### src/rtl/hazard_scoreboard.sv
// hazard_scoreboard: per-register latency scoreboard issuing an in-order prefix of a multi-lane bundle
// Ports:
//   clk, rst                     clock, synchronous active-high reset
//   valid_i                      lane holds an instruction (lane 0 oldest)
//   rs_i, rt_i                   5-bit source register numbers per lane
//   read_rs_i, read_rt_i         source operand is used
//   regwrite_i, writereg_i       lane writes a destination register
//   lat_i                        cycles until the result is forwardable (1..MAXLAT)
//   backend_stall_i              freezes the scoreboard, no issue
//   flush_i                      clears all pending state, no issue
//   grant_o                      issuing lanes, always a prefix mask
//   issue_count_o                popcount of grant_o
//   stall_front_o                a valid lane was held back, or backend stall
//   stall_cycles_o               saturating count of stalled cycles
module hazard_scoreboard #(
    parameter int LANES  = 2,
    parameter int NREG   = 32,
    parameter int MAXLAT = 4,
    localparam int CW = $clog2(MAXLAT + 1),
    localparam int IW = $clog2(LANES + 1)
) (
    input  logic                  clk,
    input  logic                  rst,
    input  logic [LANES-1:0]      valid_i,
    input  logic [LANES*5-1:0]    rs_i,
    input  logic [LANES*5-1:0]    rt_i,
    input  logic [LANES-1:0]      read_rs_i,
    input  logic [LANES-1:0]      read_rt_i,
    input  logic [LANES-1:0]      regwrite_i,
    input  logic [LANES*5-1:0]    writereg_i,
    input  logic [LANES*CW-1:0]   lat_i,
    input  logic                  backend_stall_i,
    input  logic                  flush_i,
    output logic [LANES-1:0]      grant_o,
    output logic [IW-1:0]         issue_count_o,
    output logic                  stall_front_o,
    output logic [31:0]           stall_cycles_o
);
    logic [CW-1:0]  cnt_q [NREG];
    logic [CW-1:0]  cnt_d [NREG];
    logic [31:0]    stall_cycles_q;
    logic [LANES-1:0] ok;
    logic [LANES:0]   chain;

    function automatic logic [4:0] fld(input logic [LANES*5-1:0] v, input int k);
        return v[k*5 +: 5];
    endfunction

    function automatic logic [CW-1:0] lt(input logic [LANES*CW-1:0] v, input int k);
        logic [CW-1:0] l;
        l = v[k*CW +: CW];
        return l > CW'(MAXLAT) ? CW'(MAXLAT) : l;
    endfunction

    // A producer loaded with lat L reads L in the cycle after issue and is
    // forwardable once the count reaches 1, so a consumer issues exactly L
    // cycles after its producer.
    always_comb begin
        ok = '0;
        for (int k = 0; k < LANES; k++) begin
            ok[k] = valid_i[k]
                && !(read_rs_i[k] && fld(rs_i, k) != 5'd0 && cnt_q[fld(rs_i, k)] > CW'(1))
                && !(read_rt_i[k] && fld(rt_i, k) != 5'd0 && cnt_q[fld(rt_i, k)] > CW'(1))
                && !(regwrite_i[k] && fld(writereg_i, k) != 5'd0
                     && cnt_q[fld(writereg_i, k)] > lt(lat_i, k));
            for (int i = 0; i < k; i++) begin
                if (regwrite_i[i] && fld(writereg_i, i) != 5'd0) begin
                    if ((read_rs_i[k] && fld(rs_i, k) == fld(writereg_i, i))
                        || (read_rt_i[k] && fld(rt_i, k) == fld(writereg_i, i)))
                        ok[k] = 1'b0;
                    if (regwrite_i[k] && fld(writereg_i, k) == fld(writereg_i, i)
                        && lt(lat_i, i) > lt(lat_i, k))
                        ok[k] = 1'b0;
                end
            end
        end
    end

    // Grant chain makes the issue mask a prefix: a held lane holds all younger ones.
    always_comb begin
        chain[0] = !rst && !backend_stall_i && !flush_i;
        issue_count_o = '0;
        for (int k = 0; k < LANES; k++) begin
            chain[k+1] = chain[k] && ok[k];
            issue_count_o = issue_count_o + IW'(chain[k+1]);
        end
        grant_o = chain[LANES:1];
        stall_front_o = !rst && !flush_i && ((|(valid_i & ~grant_o)) || backend_stall_i);
    end

    // Loads apply in lane order, so the youngest granted writer of a register wins.
    always_comb begin
        for (int r = 0; r < NREG; r++)
            cnt_d[r] = cnt_q[r] != '0 ? cnt_q[r] - CW'(1) : '0;
        for (int k = 0; k < LANES; k++)
            if (grant_o[k] && regwrite_i[k] && fld(writereg_i, k) != 5'd0)
                cnt_d[fld(writereg_i, k)] = lt(lat_i, k);
    end

    always_ff @(posedge clk) begin
        if (rst || flush_i)
            cnt_q <= '{default: '0};
        else if (!backend_stall_i)
            cnt_q <= cnt_d;
    end

    always_ff @(posedge clk) begin
        if (rst)
            stall_cycles_q <= '0;
        else if ((stall_front_o || backend_stall_i) && stall_cycles_q != '1)
            stall_cycles_q <= stall_cycles_q + 32'd1;
    end

    assign stall_cycles_o = stall_cycles_q;
endmodule

### config.mk
export PLATFORM = sky130hd
export DESIGN_NAME = hazard_scoreboard
export DESIGN_NICKNAME = d
export VERILOG_FILES = /design/src/rtl/hazard_scoreboard.sv
export SDC_FILE = /design/constraint.sdc
export NUM_CORES = 1
export LEC_CHECK = 0
export BUFFER_PORTS_ARGS = -buffer_cell sky130_fd_sc_hd__buf_2
export CORE_MARGIN = 2
export CORE_UTILIZATION = 51
export DETAILED_ROUTE_END_ITERATION = 6
export PLACE_DENSITY = 0.69
export RECOVER_POWER = 100
export SETUP_SLACK_MARGIN = 0.3
export SYNTH_ARGS = -nofsm -noshare
export SYNTH_HDL_FRONTEND = slang
export SYNTH_SLANG_ARGS = --single-unit
### constraint.sdc
create_clock -name clk -period 5.3 [get_ports clk]
set_input_delay 0 -clock clk [delete_from_list [all_inputs] [get_ports clk]]
set_output_delay 0 -clock clk [all_outputs]
set_load 0.1 [all_outputs]
==> reports/qor.txt <==
status = complete, but fails checks
failing checks = design-rule violations
final non-filler cell total = 1780
Synth area leaders = dfxtp_1, mux4_2, ha_1
clk_skew = 0.0146 ns
clock net sink count = 128
most common cell in the netlist = nor2_1
fraction of layout cells with a size suffix above 1 = 16.8%
max-cap violations = 0
via count = 12300
Setup-failing EPs final = 0
initial antenna violation count = 0
n_diodes = 0
# port buffers = 84
final worst path period need = 4.83 ns
Layout Nets = 1570
period utilisation layout = 91.2%
Post-synth EDFFs = 0
Slew HR = 22.0%
Tot GR Track Use = 34.7%
Netlist cell types = 64
H-tree levels = 4
residual DRC count = 9
CP Max Fanout = 32
Initial Utilization = 51.7%
post-synthesis sequential area ratio = 21.2%
fmax = 207 MHz
Iteration-0 DRC Markers = 1698
Worst Setup End Kind = output port
hold slack = 0.0257 ns
crit path to = issue_count_o[1]
num rows = 56
clock latency on the worst-skew pair = 0.44 ns
Synth top area share = 21.2%
count of cells resized by post-cts repair = 0
IO Pins = 85
worst r2r dst = cnt_q[12]
type of the most critical hold path = in2reg
Placer Congestion = 1.04
clk buf depth = 2
Area after DPL = 0.0128 sq mm
Final Hold Fails = 0
worst-margin pin slew = 1.17 ns
core area = 0.0234 sq mm
R2R setup slack = 0.59 ns
r2r startpoint = cnt_q[28]
Post-synth ARST share = 0%
RSZ-0062 raised after global routing = false
commonest cells in the netlist = nor2_1, dfxtp_1, nor3_1
Avg Vias per Cell = 6.91
Final ANT Viol Nets = 0
CP startpoint = writereg_i[0]
Worst Path Required = 5.30 ns
vias in the first global route = 11300
Pre-antenna DRT Iters = 7
Main synth FF type = dfxtp_1
critical path class = in2out
crit path DAT = 4.83 ns
DP Wirelength = 29.6 mm
maximum VDD drop = 0.170 mV
Slew Viols, Final = 0
die area = 0.0250 sq mm
Detailed Route WL = 43.3 mm
design area = 0.0132 sq mm
DR WL/cell = 24.3 um
CTS tree = built
Post-CTS Hold Buffers = 0
Die Width = 158 um
# fillers = 2212
Cells after Synth = 1414
largest net degree at the start of global routing = 71
root buffer cell = clkbuf_16
Worst R2R Path Depth = 13
CP startpoint kind = input pin
postcts setup bufs = 0
Layout area overhead = 8.94%
cell area power density = 192 mW/mm^2
global-route wire length before repair = 65.8 mm
TritonCTS Buffers = 17
Leak = 5.28 nW
GRT overflow = 0
mean post-synth cell area = 8.55 sq um
syn_nets = 1536
Vert. Die Dim = 158 um
placed cells = 1748
synth warn = 0
clock-pin slew of the registers on the worst-case setup and hold paths = 0.06 ns
biggest area consumer among synthesized cells = dfxtp_1
Mapped Area = 0.0121 sq mm
Seq cells post-synth = 128
Fin Setup TNS = 0 ns
## where the power goes
group	switching [mW]	internal, mW
combinational	0.260	0.108
clock	0.559	0.624
sequential	0.0100	0.967
total	0.828	1.70
## layer usage
metal,up-vias,track usage (%),routed length [um]
li1,5382,-,-
met5,-,0,0
met2,979,51.3,18300
met3,156,9.44,6290
met1,5779,48.5,17100
met4,0,12.3,1580
## logic make-up (layout without fill, tap and decap cells)
family	Yosys count	after routing	share of synthesized area, %
adder cells (fa/ha/maj)	74	74	7.66
multiplexers	182	182	23.0
AND/OR/NAND/NOR	563	563	24.4
AO/OA/AOI/OAI	272	272	16.4
buffers and inverters	180	227	6.22
XOR/XNOR	15	15	1.09
flip-flops	128	128	21.2
## through the flow
step,util (%),power (mW),setup WS (ns)
after global routing,56.3,2.59,0.264
after detailed placement,54.7,1.36,0.258
final,56.3,2.53,0.467
after CTS,57.1,2.52,0.700
after global placement,54.7,1.35,0.219
after floorplan,-,1.24,0.599
## layout make-up
cell class | instances | area (sq um) | area share [%]
repair buffers | 118 | 648 | 4.92
multi-input cells | 1106 | 8710 | 66.1
clock buffers | 17 | 425 | 3.23
clock inverters | 15 | 141 | 1.07
flip-flops and latches | 128 | 2560 | 19.5
inverters | 77 | 289 | 2.19
well taps | 319 | 399 | 3.03
## flip-flops by register name (all words and copies together) (netlist names)
name / count
stall_cycles_o: 32
cnt_q: 96
## placed cells by master, fill, tap and decap left out, types with 12 or more instances in the layout
master	n
a211oi_1	17
a32oi_1	12
mux2i_1	87
o21ai_0	32
a21oi_1	50
o31ai_1	25
a221o_1	45
buf_4	25
clkbuf_16	17
and3_1	19
mux2_2	12
buf_2	46
nand4_1	20
or3_1	22
inv_1	77
nor2_1	140
nand2_1	65
nor4_1	26
clkbuf_1	40
ha_1	74
nand3_1	50
a22oi_1	44
mux4_2	73
and2_1	27
nor3_1	95
or2_2	36
nor2b_1	18
dfxtp_1	128
## critical path: stages
cell	delay, ns
clkbuf_2	0.79
mux4_2	0.62
a22oi_1	0.28
nand4_1	0.15
ha_1	0.31
a211oi_1	0.23
nor3_1	0.09
nor3_1	0.17
and4_1	0.53
nand2_1	0.33
clkbuf_1	0.39
nor2_1	0.36
clkbuf_2	0.52
## how the worst min path moves through the flow
stage,from,to,cells after the start
floorplan,backend_stall_i,cnt_q[94],2
global placement,flush_i,cnt_q[94],3
detailed placement,flush_i,cnt_q[94],3
CTS,flush_i,cnt_q[94],3
global route,flush_i,cnt_q[94],3
finish,flush_i,cnt_q[94],3
(Power assumes the default switching activity.)
